**config.mk**
```make
export PLATFORM = sky130hd
export DESIGN_NAME = lock_detect
export DESIGN_NICKNAME = d
export VERILOG_FILES = /design/src/rtl/lock_pkg.sv /design/src/rtl/win_span.sv /design/src/rtl/lock_detect.sv
export SDC_FILE = /design/constraint.sdc
export NUM_CORES = 1
export LEC_CHECK = 0
export ABC_AREA = 1
export CAP_MARGIN = 15
export CORE_ASPECT_RATIO = 1.5
export CORE_MARGIN = 8
export CORE_UTILIZATION = 65
export DETAILED_ROUTE_END_ITERATION = 8
export PLACE_DENSITY = 0.87
export SETUP_SLACK_MARGIN = 0.05
export SLEW_MARGIN = 5
export SYNTH_ARGS = -nofsm -noshare
export SYNTH_HDL_FRONTEND = slang
export SYNTH_SLANG_ARGS = --single-unit
```
**constraint.sdc**
```tcl
create_clock -name clk -period 11 [get_ports clk]
set_input_delay 2.2 -clock clk [delete_from_list [all_inputs] [get_ports clk]]
set_output_delay 2.2 -clock clk [all_outputs]
set_load 0.01 [all_outputs]
```
**src/rtl/lock_pkg.sv**
```systemverilog
// Shared definitions for the carrier lock detector: df width and lock-state encoding.
package lock_pkg;

  localparam int DF_W   = 28;
  localparam int SPAN_W = DF_W + 1;

  typedef enum logic [1:0] {
    UNLOCK = 2'd0,
    ACQ    = 2'd1,
    LOCKED = 2'd2
  } lock_state_t;

endpackage

```
**src/rtl/win_span.sv**
```systemverilog
// Window sample counter with running signed min/max of df and a registered
// max-min span that is published once per completed window.
module win_span
  import lock_pkg::*;
#(
  parameter int WIN_LOG2 = 10
) (
  input  logic                     clk,
  input  logic                     reset_n,
  input  logic                     clken,
  input  logic signed [DF_W-1:0]   df,
  output logic        [SPAN_W-1:0] span,
  output logic                     span_valid,
  output logic                     win_end,
  output logic        [SPAN_W-1:0] span_nxt
);

  logic        [WIN_LOG2-1:0] cnt_p0;
  logic signed [DF_W-1:0]     min_p0;
  logic signed [DF_W-1:0]     max_p0;
  logic signed [DF_W-1:0]     min_nxt;
  logic signed [DF_W-1:0]     max_nxt;
  logic                       first_smp;
  logic        [SPAN_W-1:0]   span_p1;
  logic                       vld_p1;

  // Sign-extending both operands by one bit makes the full df range exact;
  // hi >= lo always holds, so the modulo-2^29 difference is the true span.
  function automatic logic [SPAN_W-1:0] span_of(input logic signed [DF_W-1:0] hi,
                                                input logic signed [DF_W-1:0] lo);
    return {hi[DF_W-1], hi} - {lo[DF_W-1], lo};
  endfunction

  // Next min/max including the current sample; the first sample of a window seeds both.
  always_comb begin
    first_smp = (cnt_p0 == '0);
    win_end   = clken && (&cnt_p0);
    min_nxt   = (first_smp || (df < min_p0)) ? df : min_p0;
    max_nxt   = (first_smp || (df > max_p0)) ? df : max_p0;
    span_nxt  = span_of(max_nxt, min_nxt);
  end

  // ---- stage p0: window accumulation, frozen while clken is low
  always_ff @(posedge clk or negedge reset_n) begin
    if (!reset_n) begin
      cnt_p0 <= '0;
      min_p0 <= '0;
      max_p0 <= '0;
    end else if (clken) begin
      cnt_p0 <= cnt_p0 + WIN_LOG2'(1);
      min_p0 <= min_nxt;
      max_p0 <= max_nxt;
    end
  end

  // ---- stage p1: span register and its one-cycle valid strobe
  always_ff @(posedge clk or negedge reset_n) begin
    if (!reset_n) begin
      span_p1 <= '0;
      vld_p1  <= 1'b0;
    end else begin
      vld_p1 <= win_end;
      if (win_end) span_p1 <= span_nxt;
    end
  end

  assign span       = span_p1;
  assign span_valid = vld_p1;

endmodule

```
**src/rtl/lock_detect.sv**
```systemverilog
// Carrier lock detector: classifies each window's df span as good/neutral/bad
// and runs a hysteretic UNLOCK/ACQ/LOCKED state machine at window end.
module lock_detect
  import lock_pkg::*;
#(
  parameter int              WIN_LOG2   = 10,
  parameter logic [SPAN_W-1:0] LOCK_THR   = 29'd4096,
  parameter logic [SPAN_W-1:0] UNLOCK_THR = 29'd16384,
  parameter int              LOCK_WINS  = 4,
  parameter int              LOSS_WINS  = 3
) (
  input  logic                     clk,
  input  logic                     reset_n,
  input  logic                     clken,
  input  logic signed [DF_W-1:0]   df,
  output logic        [SPAN_W-1:0] span,
  output logic                     span_valid,
  output logic        [1:0]        lock_state,
  output logic                     locked
);

  logic              win_end;
  logic [SPAN_W-1:0] span_nxt;
  logic              good;
  logic              bad;
  logic [3:0]        good_inc;
  logic [3:0]        loss_inc;
  lock_state_t       state_p1;
  logic [3:0]        good_cnt_p1;
  logic [3:0]        loss_cnt_p1;
  logic              locked_p1;

  win_span #(
    .WIN_LOG2 (WIN_LOG2)
  ) u_win_span (
    .clk        (clk),
    .reset_n    (reset_n),
    .clken      (clken),
    .df         (df),
    .span       (span),
    .span_valid (span_valid),
    .win_end    (win_end),
    .span_nxt   (span_nxt)
  );

  // Window classification on the span that is being registered this edge.
  always_comb begin
    good     = (span_nxt <= LOCK_THR);
    bad      = (span_nxt >= UNLOCK_THR);
    good_inc = good_cnt_p1 + 4'd1;
    loss_inc = loss_cnt_p1 + 4'd1;
  end

  // ---- stage p1: lock FSM, stepped only on the edge that closes a window
  always_ff @(posedge clk or negedge reset_n) begin
    if (!reset_n) begin
      state_p1    <= UNLOCK;
      good_cnt_p1 <= '0;
      loss_cnt_p1 <= '0;
      locked_p1   <= 1'b0;
    end else if (win_end) begin
      case (state_p1)
        UNLOCK: begin
          if (good) begin
            if (LOCK_WINS == 1) begin
              state_p1    <= LOCKED;
              good_cnt_p1 <= '0;
              locked_p1   <= 1'b1;
            end else begin
              state_p1    <= ACQ;
              good_cnt_p1 <= 4'd1;
            end
            loss_cnt_p1 <= '0;
          end
        end
        ACQ: begin
          if (good) begin
            if (good_inc == 4'(LOCK_WINS)) begin
              state_p1    <= LOCKED;
              good_cnt_p1 <= '0;
              locked_p1   <= 1'b1;
            end else begin
              good_cnt_p1 <= good_inc;
            end
          end else begin
            state_p1    <= UNLOCK;
            good_cnt_p1 <= '0;
          end
          loss_cnt_p1 <= '0;
        end
        LOCKED: begin
          if (bad) begin
            if (loss_inc == 4'(LOSS_WINS)) begin
              state_p1    <= UNLOCK;
              loss_cnt_p1 <= '0;
              locked_p1   <= 1'b0;
            end else begin
              loss_cnt_p1 <= loss_inc;
            end
          end else begin
            loss_cnt_p1 <= '0;
          end
          good_cnt_p1 <= '0;
        end
        default: begin
          state_p1    <= UNLOCK;
          good_cnt_p1 <= '0;
          loss_cnt_p1 <= '0;
          locked_p1   <= 1'b0;
        end
      endcase
    end
  end

  assign lock_state = state_p1;
  assign locked     = locked_p1;

endmodule

```
# Word level (Yosys, flattened, before mapping)
# Index checks and enable logic that the tools add are counted.
# word_totals
reg_bits,107
in_bits,31
out_inout_bits,33
wordCells,58
# classes
add_sub_neg,4
magnitude_cmp,4
n_eq_ne,10
muxes,21
n_bitwise,1
n_reduce_logical,9
# op_table
cell,count
$mux W28,2
$ge A29 B15 Y1 const B,1
$le A29 B13 Y1 const B,1
$sub A28 B28 Y29,1
$gt A28 B28 Y1,1
$lt A28 B28 Y1,1
$mux W4,6
$pmux W4 S2,2
$add A10 B1 Y10 const B,1
$logic_not A10 Y1,1
$mux W2,5
$ne A2 B2 Y1 const B,5
$reduce_and A10 Y1,1
$add A4 B1 Y4 const B,2
$pmux W2 S3,1
$reduce_and A6 Y1,1
$reduce_and A5 Y1,1
$eq A4 B2 Y1 const B,1
$eq A4 B3 Y1 const B,1
$mux W1,4
$ne A3 B3 Y1 const B,1
$pmux W1 S3,1
$eq A2 B1 Y1 const B,1
$eq A2 B2 Y1 const B,1
5 further kinds,6

# Depth between registers and ports, before layout
# Gate-level depths: netlist of the first run.
# depth
word_depth,7
depth_mapped,42
depth_no_buf,40

# Modules after synthesis
# Synthesis of the first run repeated with hierarchy kept, for this count alone.
# unflattened
cells_unflattened,1206
area_unflattened_um2,8409.3
# modules_own_cells
mod,n_inst,cells_per_inst,area_each_um2,seq_area_each_um2
win_span,1,1047,7397.1,2402.3
lock_detect,1,159,1012.2,275.3

# Worst setup path before layout of the first run
# Ideal clock, no wire load.
# synth_timing
path_kind,input-to-reg
startpoint,in df[27]
endpoint,reg loss_cnt_p1[1]
setup_ps,117
arrival_time_ps,6317
required_time_ps,10883
path_slack_ps,4565
path_stages,36
n_path_buf,3
path_cell_list,ha_1 nand2_1 nor2_2 nand2_1 nor2_1 nand2_1 nand2_1 nor2_1 nand3_1 nand3_4 nand2_4 clkbuf_1 clkbuf_1 o21ai_0 ha_1 fa_1 or2_2 nand2_1 nand2_1 nand2_2 nand2_2 nand2_2 nand2_1 nand2_2 nand2_1 nand3_1 nand2_1 nor2_2 nand3_1 nor2_1 nand2_2 nand2_1 nand2_2 buf_6 nand2_1 o21ai_2
# synth_between
elab_chain_len,7
word_cells_on_any_way,13
cone_classes,1 x add/sub; 4 x order compare; 1 x eq/ne; 4 x mux; 3 x reduce/logical
# synth_rtl
element,line_no,source
start: declaration,lock_detect.sv:15,"input logic signed [DF_W-1:0] df,"
$gt A28 B28 Y1 or $lt A28 B28 Y1 (tied branches),"win_span.sv:39, win_span.sv:38",
$logic_or A1 B1 Y1 (on tied branches),"win_span.sv:39, win_span.sv:38",
$mux W28 (on tied branches),"win_span.sv:39, win_span.sv:38",
$sub A28 B28 Y29 (*),win_span.sv:31,"return {hi[DF_W-1], hi} - {lo[DF_W-1], lo};"
$ge A29 B15 Y1 or $le A29 B13 Y1 (tied branches),"lock_detect.sv:49, lock_detect.sv:48",
$mux W4 or $ne A2 B2 Y1 (tied branches),n/a,
$pmux W4 S2 or $reduce_and A2 Y1 (tied branches),n/a,
end signal: assignment,lock_detect.sv:98,loss_cnt_p1 <= loss_inc;
end: declaration,lock_detect.sv:30,logic [3:0] loss_cnt_p1;
# Mark *: on every way between the ends. The rest lies on a longest branch, timed or not.
# A chain may end at the register's enable or synchronous reset.

# Worst setup path in the final report of the first run
# layout_timing
startpoint,in df[27]
endpoint,reg good_cnt_p1[2]
# layout_between
elab_chain_len,7
word_cells_on_any_way,12
cone_classes,1 x add/sub; 3 x order compare; 1 x eq/ne; 4 x mux; 3 x reduce/logical
# layout_rtl
element,line_no,source
$lt A28 B28 Y1 (*),win_span.sv:38,min_nxt = (first_smp || (df < min_p0)) ? df : min_p0;
$logic_or A1 B1 Y1 (*),win_span.sv:38,
$mux W28 (*),win_span.sv:38,
named net u_win_span.min_nxt[1],win_span.sv:21,logic signed [DF_W-1:0] min_nxt;
$sub A28 B28 Y29 (*),win_span.sv:31,
$le A29 B13 Y1 (*),lock_detect.sv:48,good = (span_nxt <= LOCK_THR);
$mux W4 or $ne A2 B2 Y1 (tied branches),n/a,
$pmux W4 S2 or $reduce_and A2 Y1 (tied branches),n/a,
end signal: assignment,lock_detect.sv:83,good_cnt_p1 <= good_inc;
end: declaration,lock_detect.sv:29,logic [3:0] good_cnt_p1;
# Mark *: on every way through the listed nets, which the timed path passes. The rest lies on a longest branch.

==> impl_metrics.yaml, run 1 <==
status:
  status: "completed"
sta:
  slew_violations: 0
  finalClockSkew_ns: 0.01156
  worst_slew_pin_slew_ns: 1.076
  period_needed_ns: 7.351
  tns_ns: 0
  rsz0062_at_grt: "no"
  setup_viol: 0
  fmax_ghz: 0.1360
  period_share_pct: 66.83
  finalHoldViolations: 0
  max-slew-margin-rel_pct: 28.21
setup_path:
  cp_data_arrival_time_ns: 7.66
  cp-end-kind: "flip-flop"
  path_class: "in2reg"
  cp.required_ns: 11.31
  cpPeakStageDelay_ns: 0.47
  cpMaxStageDelayCell: "clkdlybuf4s50_1"
  rrSetupSlack_ns: 5.56
  r2r_start: "u_win_span.min_p0[27]"
  startpoint_type: "input pin"
  worst_path_most_repeated_cell: "nand2_1"
  r2r_cells: 35
  critPathMaxFanout: 44
  r2r_end: "good_cnt_p1[2]"
route:
  vias_per_cell: 5.513
  detail-route-antenna-nets: 0
  route.detailed.drc: 0
  first_pass_iters: 5
  vias: 8545
  routed_wl_um: 22450
  first_iter_violations: 630
  avgRoutedWirePerCell_um: 14.48
clock_network:
  clock_latency_ns: 0.37
  clock-sinks: 107
  cts.clk_slew.worst_paths_ns: 0.08
  post_cts_buffers: 0
  cts_buffer_depth: 2
  cts_buffers: 9
  htreeDepth: 3
  cts_hold_buf: 0
  cts_root_buffer: "clkbuf_16"
  cts_tree: "yes"
  cts_resized: 0
placement:
  port_buffers: 63
  dp_hpwl_um: 17870
  place_congestion: 0.9668
floorplanning:
  rows: 52
  io-pin-count: 64
  die_x_um: 110.9
  initial_core_util_pct: 65.84
  core_area_sq_um: 13340
  dieArea_sq_um: 17560
  dieHeight_um: 158.4
synth:
  synthesis.nets: 1449
  synthTopCellsByArea: "dfrtp_1 (30%), nand2_1 (20%), ha_1 (12%)"
  synth.top_cell.area_share_pct: 30.49
  synth.largest_area_cell: "dfrtp_1"
  syn_area_sq_um: 8782
  yosys_register_bits: 107
  synth_top_cells_by_count: "nand2_1 (467), inv_1 (196), o21ai_0 (125)"
  synth.most_common_cell: "nand2_1"
  syn_inst: 1333
  synth_cell_types: 37
  ys_async_sr_fraction_pct: 100.0
  synth_flop_cell: "dfrtp_1"
  yosysSeqAreaShare_pct: 30.49
  synth_edf_count: 0
  syn_area_per_cell_sq_um: 6.588
  ys_warn_count: 0
hold_path:
  min_delay_path_depth: 2
  min_to: "u_win_span.span[13]"
  worstHoldStart: "u_win_span.span[13]"
  hp-class: "reg2reg"
grt:
  grt_remaining_overflow: 0
  track_usage_pct: 25.86
  antenna_found_initial: 0
  grt_pass1_vias: 8234
  grt_max_degree: 59
  grt_pass1_wl_um: 37570
final_layout:
  final_nets: 1499
  area_growth_pct: 12.14
  num_antenna_cells: 0
  drive_gt1_share_pct: 5.692
  fillers: 1136
job:
  cap_violations: 0
==> through the flow <==
stage / util (%) / cell area [sq um] / worst slack, ns / instances / hold slack [ns]
after floorplan: - / 8782 / 4.565 / 1333 / 0.4530
final: 73.84 / 9848 / 3.649 / 1550 / 0.4775
after CTS: 73.84 / 9848 / 3.706 / 1550 / 0.4850
after global placement: 71.47 / 9533 / 3.460 / 1534 / 0.4626
after global routing: 73.84 / 9848 / 3.050 / 1550 / 0.5008
after detailed placement: 71.47 / 9533 / 3.330 / 1534 / 0.4656
==> sequential cells by signal, summed over array words and instances, names as in the netlist, named ones only <==
name                   flops
good_cnt_p1                4
u_win_span.span           29
locked                     1
lock_state                 2
u_win_span.span_valid      1
u_win_span.min_p0         28
u_win_span.max_p0         24
u_win_span.cnt_p0         10
loss_cnt_p1                4
==> worst max-delay path: cells and delay by family <==
family / cells / cell delay (ns)
simple gates: 28 / 3.17
buf+inv: 4 / 1.13
compound gates: 1 / 0.30
fa+ha+maj: 2 / 0.82
==> cell families after synthesis <==
logic type / share of synthesized area (%)
compound gates: 11.17
fa+ha+maj: 12.20
simple gates: 34.65
flops: 30.49
buf+inv: 10.00
xor+xnor: 1.496
==> layer usage <==
metal  track usage (%)  wire (um)
met1             29.12       9277
met3             3.205        916
met4             13.89        917
met2             46.75      11340
met5                 0          0
==> placed cells by master (no fill, tap or decap), types with 5 or more instances in the layout <==
cell type        count
a21oi_1             46
buf_4                6
clkbuf_16            9
clkdlybuf4s50_1     62
dfrtp_1            107
ha_1                84
inv_1              196
inv_2                5
nand2_1            467
nand2_2             25
nand3_1             78
nand3_2              6
nand3b_1             8
nand4_1             21
nor2_1              72
nor2_2               8
nor3_1               6
o21ai_0            125
o21ai_1              6
xnor2_1              5
xor2_1              10
==> layout make-up <==
type                       instances  area (sq um)  area share, %
tap                              162         202.7          2.058
multi-input combinational        996          5233          53.13
inverter                         201         754.5          7.661
clock buffer                       9         225.2          2.287
clock inverter                     7         90.09         0.9147
timing repair buffer              68         665.6          6.759
sequential                       107          2678          27.19
==> worst max path at each step <==
stage	from	to	cells past startpoint
floorplan	df[27]	loss_cnt_p1[1]	36
global placement	df[27]	good_cnt_p1[2]	35
detailed placement	df[27]	good_cnt_p1[2]	35
CTS	df[27]	good_cnt_p1[2]	35
global route	df[27]	good_cnt_p1[2]	35
finish	df[27]	good_cnt_p1[2]	35
Power of run 1 is not shown: default switching activity piles up to over one toggle a cycle in this logic, so the estimate is an artifact.
==> run 2: changes to the inputs <==
- CORE_UTILIZATION: 65 -> 60
- PLACE_DENSITY: 0.87 -> 0.81
- clock period: 11 -> 7 ns (I/O delays scaled with it)
==> run 2 against run 1 <==
Compared with the run above:
- first-iteration DRC count down 7.9%
- utilization down 5.2 points
- critical path depth down 1
- routed wire length up 3.3%
- clock skew down 0.00072 ns
- sequential cell count unchanged
- critical path type unchanged
- register-to-register slack worse by 3.7 ns
- clock-buffer cell count up 1
- sequential share of layout area down 0.23 points
- largest cell class unchanged
- non-clock buffer count up 3
- via count up 0.37%
==> impl_metrics.yaml, run 2 (same netlist as run 1, synthesis figures left out) <==
setup_path:
  cp_data_arrival_time_ns: 6.61
  r2r_end: "good_cnt_p1[2]"
  cp.required_ns: 7.29
  rrSetupSlack_ns: 1.87
  cpPeakStageDelay_ns: 0.51
  r2r_start: "u_win_span.min_p0[27]"
  critPathMaxFanout: 15
  worst_path_most_repeated_cell: "nand2_1"
  startpoint_type: "input pin"
  cpMaxStageDelayCell: "clkdlybuf4s50_1"
  startpoint: "df[27]"
  r2r_cells: 34
  path_class: "in2reg"
  cp-end-kind: "flip-flop"
status:
  status: "completed"
grt:
  grt_max_degree: 57
  grt_pass1_wl_um: 38770
  track_usage_pct: 25.78
  antenna_found_initial: 0
  grt_pass1_vias: 8468
  grt_remaining_overflow: 0
final_layout:
  final_nets: 1502
  fillers: 1334
  num_antenna_cells: 0
  largest_register_ffs: 29
  mostFrequentLayoutCell: "nand2_1"
  finalCoreUtilization_pct: 68.68
  area_growth_pct: 13.08
  drive_gt1_share_pct: 5.823
  mostFrequentLayoutCells: "nand2_1 (467), inv_1 (196), o21ai_0 (125), dfrtp_1 (107), ha_1 (84)"
clock_network:
  cts_hold_buf: 0
  cts_tree: "yes"
  cts_buffers: 9
  cts_root_buffer: "clkbuf_16"
  cts.clk_slew.worst_paths_ns: 0.07
  post_cts_buffers: 0
  clock_latency_ns: 0.36
  clock-sinks: 107
  cts_resized: 0
  cts_buffer_depth: 2
  htreeDepth: 3
floorplanning:
  rows: 54
  initial_core_util_pct: 60.74
  dieArea_sq_um: 18840
  dieHeight_um: 164.2
  core_area_sq_um: 14460
  die_x_um: 114.8
  io-pin-count: 64
sta:
  fmax_ghz: 0.1583
  finalHoldViolations: 0
  period_needed_ns: 6.317
  period_share_pct: 90.24
  tns_ns: 0
  rsz0062_at_grt: "no"
  slew_violations: 0
  fin_ws_ns: 0.6833
  worst_slew_pin_slew_ns: 0.7794
  finalClockSkew_ns: 0.01085
  max-slew-margin-rel_pct: 47.88
  setup_viol: 0
placement:
  dp_worst_setup_slack_ns: 0.3961
  port_buffers: 63
  place_congestion: 0.9802
  dp_hpwl_um: 18310
route:
  route.detailed.drc: 0
  first_iter_violations: 580
  first_pass_iters: 7
  avgRoutedWirePerCell_um: 14.61
  routed_wl_um: 23190
  vias_per_cell: 5.405
  detail-route-antenna-nets: 0
  vias: 8577
hold_path:
  worstHoldStart: "u_win_span.span[6]"
  hp-class: "reg2reg"
  min_to: "u_win_span.span[6]"
  min_delay_path_depth: 2
job:
  cap_violations: 0
==> run 2: metal layers <==
| metal | wire, um | GRT usage (%) |
|---|---|---|
| met1 | 9525 | 29.17 |
| met2 | 11640 | 45.96 |
| met4 | 909 | 13.62 |
| met3 | 1118 | 3.497 |
| met5 | 0 | 0 |
==> run 2: worst max path at each step <==
stage                     endpoint
floorplan           loss_cnt_p1[1]
global placement    good_cnt_p1[0]
detailed placement  good_cnt_p1[2]
CTS                 good_cnt_p1[2]
global route        good_cnt_p1[2]
finish              good_cnt_p1[2]
==> run 2: worst max-delay path, delay by kind of cell <==
family / cells / cell delay, ns
buffers and inverters: 3 / 0.73
adder cells (fa/ha/maj): 2 / 0.89
AND/OR/NAND/NOR: 28 / 3.27
AO/OA/AOI/OAI: 1 / 0.31
==> run 2: metrics by stage <==
stage	std cells	cell area [sq um]	hold slack, ns
after floorplan	1333	8782	0.4530
after global placement	1570	9603	0.4622
after detailed placement	1570	9603	0.4642
after CTS	1586	9903	0.4864
after global routing	1587	9931	0.5024
final	1587	9931	0.4832
==> run 2: area by class of cell <==
| cell class | count | area (sq um) | area share (%) |
|---|---|---|---|
| inverter | 201 | 754.5 | 7.597 |
| sequential | 107 | 2678 | 26.96 |
| tap | 196 | 245.2 | 2.469 |
| multi-input combinational | 996 | 5233 | 52.69 |
| clock inverter | 6 | 71.32 | 0.7182 |
| clock buffer | 10 | 229.0 | 2.306 |
| timing repair buffer | 71 | 720.7 | 7.257 |
Power of run 2 is left out for the same reason.
==> run 3: changes to the inputs <==
- CTS_CLUSTER_DIAMETER: not set -> 150
- PLACE_DENSITY: 0.81 -> 0.82
- SYNTH_HIERARCHICAL: not set -> 1
==> run 3 against run 2 <==
Compared with the run above:
- highest routed layer unchanged
- design area down 3.2%
- first-iteration DRC count down 14%
- non-clock buffer count up 6
- die area down 3.7%
- synthesized cell count down 9.5%
- clock skew about the same
- setup slack worse by 0.16 ns
- largest cell class unchanged
==> impl_metrics.yaml, run 3 <==
final_layout:
  mostFrequentLayoutCells: "nand2_1 (391), inv_1 (172), dfrtp_1 (107), o21ai_0 (104), ha_1 (82)"
  drive_gt1_share_pct: 8.983
  num_antenna_cells: 0
  final_cell_area_sq_um: 9613
  seq_area_sq_um: 2678
  final_nets: 1380
  area_growth_pct: 14.31
  fillers: 1129
  mostFrequentLayoutCell: "nand2_1"
  final_cell_count_no_fill: 1434
  multi_input_area_sq_um: 4995
  largest_register_ffs: 29
route:
  route.detailed.drc: 0
  first_pass_iters: 5
  vias: 7776
  vias_per_cell: 5.423
  routed_wl_um: 20820
  first_iter_violations: 499
  detail-route-antenna-nets: 0
  avgRoutedWirePerCell_um: 14.52
synth:
  syn_inst: 1206
  synth-xor-area-share_pct: 2.916
  synth_compound_area_share_pct: 11.07
  synthesis.nets: 1322
  synth_flop_cell: "dfrtp_1"
  ys_warn_count: 6
  synth.top_cell.area_share_pct: 31.84
  synth_top_family_by_area: "simple AND/OR/NAND/NOR gates"
  synth_mux_area_share_pct: 0
  syn_area_sq_um: 8409
  syn_area_per_cell_sq_um: 6.973
  yosysSeqAreaShare_pct: 31.84
  synth_edf_count: 0
  yosys_register_bits: 107
  synthTopCellsByArea: "dfrtp_1 (32%), nand2_1 (17%), ha_1 (12%)"
  synth_fa_ha_area_share_pct: 12.74
  synth_cell_types: 40
  synth_top_cells_by_count: "nand2_1 (391), inv_1 (173), o21ai_0 (111)"
  synth.largest_area_cell: "dfrtp_1"
  synth-simple-area-share_pct: 31.80
  synth.most_common_cell: "nand2_1"
  ys_async_sr_fraction_pct: 100.0
floorplanning:
  initial_core_util_pct: 60.68
  core_area_sq_um: 13860
  rows: 53
  dieArea_sq_um: 18140
  die_x_um: 112.7
  io-pin-count: 64
  dieHeight_um: 161.0
sta:
  setup_viol: 0
  period_needed_ns: 6.479
  rsz0062_at_grt: "no"
  slew_violations: 0
  whs_ns: 0.4759
  fmax_ghz: 0.1544
  worst_slew_pin_slew_ns: 1.021
  tns_ns: 0
  period_share_pct: 92.55
  finalClockSkew_ns: 0.01132
  finalHoldViolations: 0
  max-slew-margin-rel_pct: 31.92
placement:
  place_congestion: 0.8933
  dp_cells: 1416
  port_buffers: 63
  dp_hpwl_um: 15980
  placed_area_sq_um: 9198
setup_path:
  cpPeakStageDelay_ns: 0.49
  critPathMaxFanout: 16
  path_buf_inv: 3
  path_class: "in2reg"
  cp-end-kind: "flip-flop"
  startpoint_type: "input pin"
  critPathTopFamily: "simple AND/OR/NAND/NOR gates"
  cp.required_ns: 7.25
  worst_path_most_repeated_cell: "nand2_1"
  cp_data_arrival_time_ns: 6.73
  cpMaxStageDelayCell: "clkdlybuf4s50_1"
job:
  cap_violations: 0
grt:
  track_usage_pct: 23.09
  grt_pass1_wl_um: 33780
  antenna_found_initial: 0
  grt_pass1_vias: 7373
  grt_max_degree: 79
  grt_remaining_overflow: 0
clock_network:
  cts_buffer_depth: 2
  cts_root_buffer: "clkbuf_16"
  cts_tree: "yes"
  cts_buffers: 9
  htreeDepth: 3
  cts_hold_buf: 0
  cts.clk_slew.worst_paths_ns: 0.08
  clock_latency_ns: 0.36
  clock-sinks: 107
status:
  status: "completed"
hold_path:
  hp-class: "reg2reg"
## run 3: cell count changes after synthesis, sizes merged, moves of 8 or more
cell / previous run / this run
inv: 201 / 181
nor2: 83 / 65
nand2: 494 / 417
xor2: 10 / 21
nand3: 85 / 75
a21oi: 47 / 39
and2: 3 / 12
o21ai: 134 / 126
nand4: 21 / 13
## run 3: tightest hold or removal path, stage by stage (launching register included)
cell	delay, ns
dfrtp_1	0.35
nand2_1	0.05
nand2_1	0.05
## run 3: logic make-up after synthesis
logic type,count (synthesis)
AND/OR/NAND/NOR,599
AO/OA/AOI/OAI,176
adder cells (fa/ha/maj),85
flip-flops,107
XOR/XNOR,28
buffers and inverters,211
## run 3: path summary, 6_finish.rpt
check	endpoint	from	cells after the start	slack (ns)
worst min register to register	u_win_span/span[5]	u_win_span/span[5]	2	0.48
worst max register to register	loss_cnt_p1[2]	u_win_span/cnt_p0[0]	35	1.45
worst max-delay path	loss_cnt_p1[2]	df[26]	40	0.52
min in group asynchronous	u_win_span/span[12]	reset_n	1	0.96
worst min-delay path	u_win_span/span[5]	u_win_span/span[5]	2	0.48
max in group asynchronous	u_win_span/min_p0[0]	reset_n	2	4.69
## run 3: metrics by stage
stage | util (%) | setup WS (ns)
floorplan | - | 0.9071
global placement | 66.36 | -0.08303
detailed placement | 66.36 | -0.1884
CTS | 68.42 | 0.1815
global route | 69.36 | 0.04862
finish | 69.36 | 0.5214
## run 3: layout make-up
type / count / share of cell area [%]
inverters: 181 / 7.107
repair buffers: 77 / 7.966
flip-flops and latches: 107 / 27.85
multi-input cells: 888 / 51.96
clock inverters: 7 / 0.6248
clock buffers: 9 / 2.343
well taps: 165 / 2.148
## run 3: what timing repair did
action	4_1_cts	5_1_grt
buffers inserted	0	1
setup endpoints to repair	0	11
resized for setup	0	29
endpoints found under the hold margin	0	0
## run 3: routing by layer
metal  vias to the layer above  share of wire [%]  GRT usage (%)
li1                       3947                  -              -
met1                      3593                 40          25.17
met2                       176                 52          42.45
met3                        60                3.6          2.691
met4                         0                4.6          12.51
met5                         -                  0              0
Power of run 3 is left out for the same reason.
